<file path="config.mk">
export PLATFORM = sky130hd
export DESIGN_NAME = alu_exec_unit
export DESIGN_NICKNAME = d
export VERILOG_FILES = /design/src/rtl/alu_pkg.sv /design/src/rtl/alu_logic_core.sv /design/src/rtl/alu_exec_unit.sv
export SDC_FILE = /design/constraint.sdc
export NUM_CORES = 1
export LEC_CHECK = 0
export BUFFER_PORTS_ARGS = -buffer_cell sky130_fd_sc_hd__buf_4
export CORE_ASPECT_RATIO = 0.75
export CORE_MARGIN = 2
export CORE_UTILIZATION = 60
export DETAILED_ROUTE_END_ITERATION = 10
export PLACE_DENSITY = 0.92
export REMOVE_ABC_BUFFERS = 1
export SLEW_MARGIN = 0
export SYNTH_ARGS = -nofsm -noshare
export SYNTH_HDL_FRONTEND = slang
export SYNTH_HIERARCHICAL = 1
export SYNTH_SLANG_ARGS = --single-unit
</file>
<file path="constraint.sdc">
create_clock -name clk -period 2.3 [get_ports clk]
set_clock_uncertainty 0.1 [all_clocks]
set_input_delay 0.23 -clock clk [delete_from_list [all_inputs] [get_ports clk]]
set_output_delay 0.23 -clock clk [all_outputs]
set_load 0.01 [all_outputs]
</file>
<file path="src/rtl/alu_pkg.sv">
// Shared op codes and FSM encoding for the execute-stage ALU.
package alu_pkg;

  localparam logic [3:0] OP_AND = 4'b0000;
  localparam logic [3:0] OP_OR  = 4'b0001;
  localparam logic [3:0] OP_ADD = 4'b0010;
  localparam logic [3:0] OP_SUB = 4'b0110;
  localparam logic [3:0] OP_SLL = 4'b0111;

  typedef enum logic [1:0] {
    IDLE  = 2'd0,
    SHIFT = 2'd1,
    DONE  = 2'd2
  } alu_state_e;

  // True for the single-cycle ops handled by alu_logic_core.
  function automatic logic is_core_op(input logic [3:0] op);
    return (op == OP_AND) || (op == OP_OR) || (op == OP_ADD) || (op == OP_SUB);
  endfunction

endpackage

</file>
<file path="src/rtl/alu_logic_core.sv">
// Combinational AND/OR/ADD/SUB datapath plus signed less-than compare.
module alu_logic_core
  import alu_pkg::*;
#(
  parameter int WIDTH = 64
) (
  input  logic [3:0]       op,
  input  logic [WIDTH-1:0] a,
  input  logic [WIDTH-1:0] b,
  output logic [WIDTH-1:0] res,
  output logic             lt
);

  // Single-cycle result; carries out of the top bit are dropped.
  always_comb begin
    res = '0;
    case (op)
      OP_AND:  res = a & b;
      OP_OR:   res = a | b;
      OP_ADD:  res = a + b;
      OP_SUB:  res = a + ~b + WIDTH'(1);
      default: res = '0;
    endcase
  end

  // Signed compare feeds branch resolution independent of op.
  always_comb begin
    lt = $signed(a) < $signed(b);
  end

endmodule

</file>
<file path="src/rtl/alu_exec_unit.sv">
// Execute-stage ALU: single-cycle logic/arith ops, iterative 1-bit/cycle SLL.
//
// Handshake: a request transfers on a rising edge where in_valid && in_ready;
// a result transfers on a rising edge where out_valid && out_ready. in_ready is
// high only in IDLE, out_valid only in DONE, so accept and retire never share
// a cycle. Result and flags are held stable while out_valid && !out_ready.
module alu_exec_unit
  import alu_pkg::*;
#(
  parameter  int WIDTH = 64,
  localparam int SHW   = $clog2(WIDTH)
) (
  input  logic             clk,
  input  logic             rst_n,
  input  logic             in_valid,
  output logic             in_ready,
  input  logic [3:0]       Operation,
  input  logic [WIDTH-1:0] a,
  input  logic [WIDTH-1:0] b,
  output logic             out_valid,
  input  logic             out_ready,
  output logic [WIDTH-1:0] result,
  output logic             zero,
  output logic             lt,
  output logic             illegal_op,
  output logic [1:0]       state_dbg
);

  alu_state_e       state_q, state_d;
  logic [SHW-1:0]   count_q, count_d;
  logic [WIDTH-1:0] result_q, result_d;
  logic             lt_q, lt_d;
  logic             illegal_q, illegal_d;
  logic             zero_q;
  logic [WIDTH-1:0] core_res;
  logic             core_lt;

  alu_logic_core #(.WIDTH(WIDTH)) u_core (
    .op  (Operation),
    .a   (a),
    .b   (b),
    .res (core_res),
    .lt  (core_lt)
  );

  // Next-state and datapath update; inputs are only looked at in IDLE.
  always_comb begin
    state_d   = state_q;
    count_d   = count_q;
    result_d  = result_q;
    lt_d      = lt_q;
    illegal_d = illegal_q;
    case (state_q)
      IDLE: begin
        if (in_valid) begin
          lt_d = core_lt;
          if (is_core_op(Operation)) begin
            result_d  = core_res;
            illegal_d = 1'b0;
            state_d   = DONE;
          end else if (Operation == OP_SLL) begin
            result_d  = a;
            count_d   = b[SHW-1:0];
            illegal_d = 1'b0;
            state_d   = (b[SHW-1:0] == '0) ? DONE : SHIFT;
          end else begin
            result_d  = '0;
            illegal_d = 1'b1;
            state_d   = DONE;
          end
        end
      end
      SHIFT: begin
        result_d = {result_q[WIDTH-2:0], 1'b0};
        count_d  = count_q - SHW'(1);
        if (count_q == SHW'(1)) state_d = DONE;
      end
      DONE: begin
        if (out_ready) state_d = IDLE;
      end
      default: state_d = IDLE;
    endcase
  end

  // State and result registers; zero tracks the value being written to result.
  always_ff @(posedge clk or negedge rst_n) begin
    if (!rst_n) begin
      state_q   <= IDLE;
      count_q   <= '0;
      result_q  <= '0;
      lt_q      <= 1'b0;
      illegal_q <= 1'b0;
      zero_q    <= 1'b0;
    end else begin
      state_q   <= state_d;
      count_q   <= count_d;
      result_q  <= result_d;
      lt_q      <= lt_d;
      illegal_q <= illegal_d;
      zero_q    <= (result_d == '0);
    end
  end

  // Output decode straight from registers.
  always_comb begin
    in_ready   = (state_q == IDLE);
    out_valid  = (state_q == DONE);
    result     = result_q;
    zero       = zero_q;
    lt         = lt_q;
    illegal_op = illegal_q;
    state_dbg  = state_q;
  end

endmodule
</file>
==> results of run 1 <==
-- through the flow --
step	worst slack, ns	hold slack [ns]	area (µm²)
floorplan	-4.64	-0.166	13400
global placement	-2.38	0.143	20900
detailed placement	-2.94	0.156	20900
-- synth_stat cells, types with 10 or more instances --
cell type / n / area (µm²)
a221o_1: 67 / 671
nand3_1: 29 / 145
ha_1: 211 / 2640
dfrtp_1: 75 / 1880
o31ai_1: 30 / 225
a21oi_1: 178 / 891
inv_1: 197 / 739
a22o_1: 64 / 561
nor4_1: 40 / 250
xnor2_1: 55 / 482
a31oi_1: 18 / 113
o21bai_1: 33 / 248
nand2_1: 153 / 574
nand4_1: 28 / 175
nor2_1: 139 / 522
o21ai_0: 109 / 546
a211oi_1: 16 / 120
nor3_1: 49 / 245
nor2b_1: 27 / 169
o221ai_1: 58 / 508
o211ai_1: 14 / 105
and2_1: 10 / 62.6
clkbuf_1: 79 / 297
buf_2: 25 / 125
mux2i_1: 12 / 120
a21o_1: 16 / 120
-- cell families after synthesis --
kind of cell / Yosys count / synth area share [%]
compound gates: 699 / 35.3
fa+ha+maj: 213 / 19.2
flops: 75 / 13.4
simple gates: 527 / 18.2
buf+inv: 317 / 9.04
xor+xnor: 60 / 3.76
mux: 15 / 1.10
==> flow_summary.yaml, run 1 <==
outcome:
  run_status: "aborted with a tool error"
  stop_stage: "clock tree synthesis"
  stop_error: "[ERROR DPL-0038] Utilization greater than 100%, impossible to legalize"
floorplanning:
  die_x_um: 180
  num_rows: 48
  start_util_pct: 60.9
  die_h_um: 136
  ios: 207
clocking:
  root_buffer: "clkbuf_16"
  cts_sinks: 75
  cts_hold_buffers: 1
  cts_buffer_depth: 2
  cts_resized: 620
  cts_setup_buffers: 106
  cts_buffers: 9
  htreeDepth: 3
yosys:
  yosys_warnings: 6
  synth_edf_count: 0
  synth_top_flop_cell: "dfrtp_1"
  synthDistinctLibCells: 81
  syn-instance-count: 1906
  syn_area_per_cell_um2: 7.32
  synth_seq_cells: 75
  yosysSeqAreaShare_pct: 13.4
  synth_area_um2: 14000
  async_flop_share_pct: 100
placement:
  port_buffers: 206
  dpl.hpwl_um: 65000
  globalplace.congestion: 1.23
  placedCellCount: 2996
==> inputs of run 2 (changes only) <==
--- a/config.mk
+++ b/config.mk
@@ -6,11 +6,10 @@
 export NUM_CORES = 1
 export LEC_CHECK = 0
 export BUFFER_PORTS_ARGS = -buffer_cell sky130_fd_sc_hd__buf_4
-export CORE_ASPECT_RATIO = 0.75
 export CORE_MARGIN = 2
-export CORE_UTILIZATION = 60
+export CORE_UTILIZATION = 40
 export DETAILED_ROUTE_END_ITERATION = 10
-export PLACE_DENSITY = 0.92
+export PLACE_DENSITY_LB_ADDON = 0.15
 export REMOVE_ABC_BUFFERS = 1
 export SLEW_MARGIN = 0
 export SYNTH_ARGS = -nofsm -noshare
==> run 2 against run 1 <==
  * The flow now finishes, with violations (setup timing)
  * Area after synthesis unchanged
  * Synthesized cell count unchanged
==> flow_summary.yaml, run 2 <==
setup_path:
  critPathMaxFanout: 4
  critPathMaxStageDelay_ns: 0.51
  crit_path_start_kind: "primary input"
  crit_required_ns: 2.51
  critPathArrivalTime_ns: 4.50
  critical_path_class: "in -> reg"
  crit_chain: "buf_4, inv_2, ha_4, buf_6, or4_4, nor4b_4, a21bo_2, a21oi_2, o311ai_1, buf_4, a21oi_4, o21ai_4, o31a_1, o21ai_2, xor2_1, o221ai_1, a221o_1, nor4_2, nand4_1, nor4_2"
  endpoint_kind: "flop"
  cp_slowest_cell: "or4_4"
drt:
  post_drt_via_cell_ratio: 6.09
  drc: 0
  first_iter_violations: 2217
  routed_wl_um: 78000
  first_pass_iters: 6
  ant_nets: 0
  via_count: 20300
  wire_per_inst_um: 23.4
placement:
  placedCellCount: 3216
  dpl.hpwl_um: 56700
  globalplace.congestion: 1.02
  port_buffers: 206
sta:
  max_freq_mhz: 233
  report.final.hold_viol_count: 0
  fin_crit_sh_pct: 187
  hold_slack_ns: 0.0444
  setup_slack_ns: -1.99
  relSlewSlack_pct: 58.8
  layout_min_cycle_time_ns: 4.29
  tightest_slew_ns: 0.619
  grt_setup_unrepaired: "yes"
  setup_viol_count_final: 61
  slew_viol_final: 0
yosys:
  yosys_warnings: 6
  synth_compound_area_share_pct: 35.3
  synth_seq_cells: 75
  synthDistinctLibCells: 81
  yosys.area_share.xor_xnor_pct: 3.76
  synth_top_area_cell: "ha_1"
  synth_area_um2: 14000
  synth.area.top_cells: "ha_1 (19%), dfrtp_1 (13%), a21oi_1 (6.4%)"
  synth_top_family_by_area: "compound AO/OA/AOI/OAI gates"
  syn_area_per_cell_um2: 7.32
  synth_most_common_cell: "ha_1"
  async_flop_share_pct: 100
  synth.top_cell.area_share_pct: 18.9
  synthSimpleGateAreaFrac_pct: 18.2
  syn-instance-count: 1906
  synth_top_flop_cell: "dfrtp_1"
  synth_fa_ha_area_share_pct: 19.2
  synth_edf_count: 0
  muxShareOfSynthArea_pct: 1.10
  yosysSeqAreaShare_pct: 13.4
  synthTopCellsByCount: "ha_1 (211), inv_1 (197), a21oi_1 (178)"
layout:
  largest_reg_flops: 64
  final_net_count: 3220
  final_cell_mix: "buf_4 (965), ha_1 (169), inv_1 (157)"
  syn_to_final_growth_pct: 84.1
  drive_above_1_share_pct: 51.9
  mostFrequentLayoutCell: "buf_4"
  fin_cells: 3332
outcome:
  run_status: "complete, but fails checks"
  violations: "setup timing"
floorplanning:
  core_area_um2: 34500
  ios: 207
  dieArea_um2: 36400
  die_h_um: 191
  start_util_pct: 40.5
  num_rows: 68
  die_x_um: 191
global_routing:
  grt_max_degree: 39
  grt_pass1_wl_um: 111000
  antenna_found_initial: 1
  grt_usage_pct: 39.5
  grt_pass1_vias: 19600
  grt-ovfl-total: 0
pwr:
  p_leak_uw: 0.0122
  irDropWorstVdd_v: 0.000439
  power.density_nw_per_um2: 436
clocking:
  clk_pin_slew_ns: 0.08
  htreeDepth: 3
  cts_buffer_depth: 2
  cts_buffers: 9
  cts_tree: "done"
  cts_sinks: 75
  root_buffer: "clkbuf_16"
  insertion_delay_ns: 0.39
job:
  max-cap-violations: 0
hold_path:
  hold_class: "in -> reg"
## run 2: cell counts after synthesis
Identical to the previous run, type by type.
## run 2: what timing repair did
item                                   CTS  global route
buffers inserted                        57            70
endpoints found under the hold margin   34             0
pin swaps                              246           173
gates resized for setup                498           207
hold buffers                             1             0
setup endpoints to repair               62            62
## run 2: stage by stage
step | setup WS, ns | setup TNS, ns | power, µW | instance area (µm²) | util (%)
detailed placement | -2.78 | -92.18 | 7900 | 21500 | 62.4
global placement | -2.79 | -90.51 | 7870 | 21500 | 62.4
CTS | -1.82 | -44.17 | 10400 | 24400 | 70.7
global route | -2.08 | -57.66 | 11600 | 25700 | 74.6
finish | -1.99 | -53.60 | 11200 | 25700 | 74.6
floorplan | -4.64 | -295.10 | 4360 | 13400 | -
## run 2: kinds of logic (layout without fill, tap and decap cells)
logic type,Yosys count,in the layout
compound gates,699,699
simple gates,527,527
mux,15,15
fa+ha+maj,213,213
other cells,0,1
flops,75,75
buf+inv,317,1287
xor+xnor,60,60
## run 2: worst max-delay path: cells and delay by family
family,cells,cell delay [ns]
adder cells (fa/ha/maj),1,0.21
AND/OR/NAND/NOR,5,1.47
XOR/XNOR,1,0.17
AO/OA/AOI/OAI,9,1.94
buffers and inverters,4,0.48
## run 2: metal layers
layer  share of wire, %  up-vias  track usage (%)
met1                 41     9724             51.2
met2                 45     1246             64.4
met5                  0        -                0
li1                   -     8959                -
met3                8.8      366             6.96
met4                5.9        0             16.8
## run 2: final timing paths
kind / start / slack, ns / cells past startpoint / to
max in group asynchronous: rst_n / 1.05 / 3 / count_q[0]$_DFFE_PN0P_
setup / recovery: a[16] / -1.99 / 20 / zero$_DFF_PN0_
setup reg to reg: state_dbg[0]$_DFFE_PN0P_ / -0.61 / 10 / zero$_DFF_PN0_
min in group asynchronous: rst_n / 0.29 / 2 / result[38]$_DFF_PN0_
hold reg to reg: illegal_op$_DFFE_PN0P_ / 0.41 / 2 / illegal_op$_DFFE_PN0P_
hold / removal: out_ready / 0.04 / 4 / state_dbg[1]$_DFFE_PN0P_
## run 2: layout make-up
class | instances | area, µm²
Antenna cell | 1 | 2.50
Fill cell | 2592 | 8760
Clock inverter | 6 | 71.3
Timing Repair Buffer | 1073 | 8650
Sequential cell | 75 | 1880
Inverter | 198 | 831
Tap cell | 455 | 569
Clock buffer | 10 | 239
Multi-Input combinational cell | 1514 | 13500
## run 2: report_power, final
group | switching (µW) | internal (µW)
Combinational | 3950 | 3780
Clock | 739 | 881
Sequential | 281 | 1570
No activity file was read; power rests on OpenSTA's default activity.
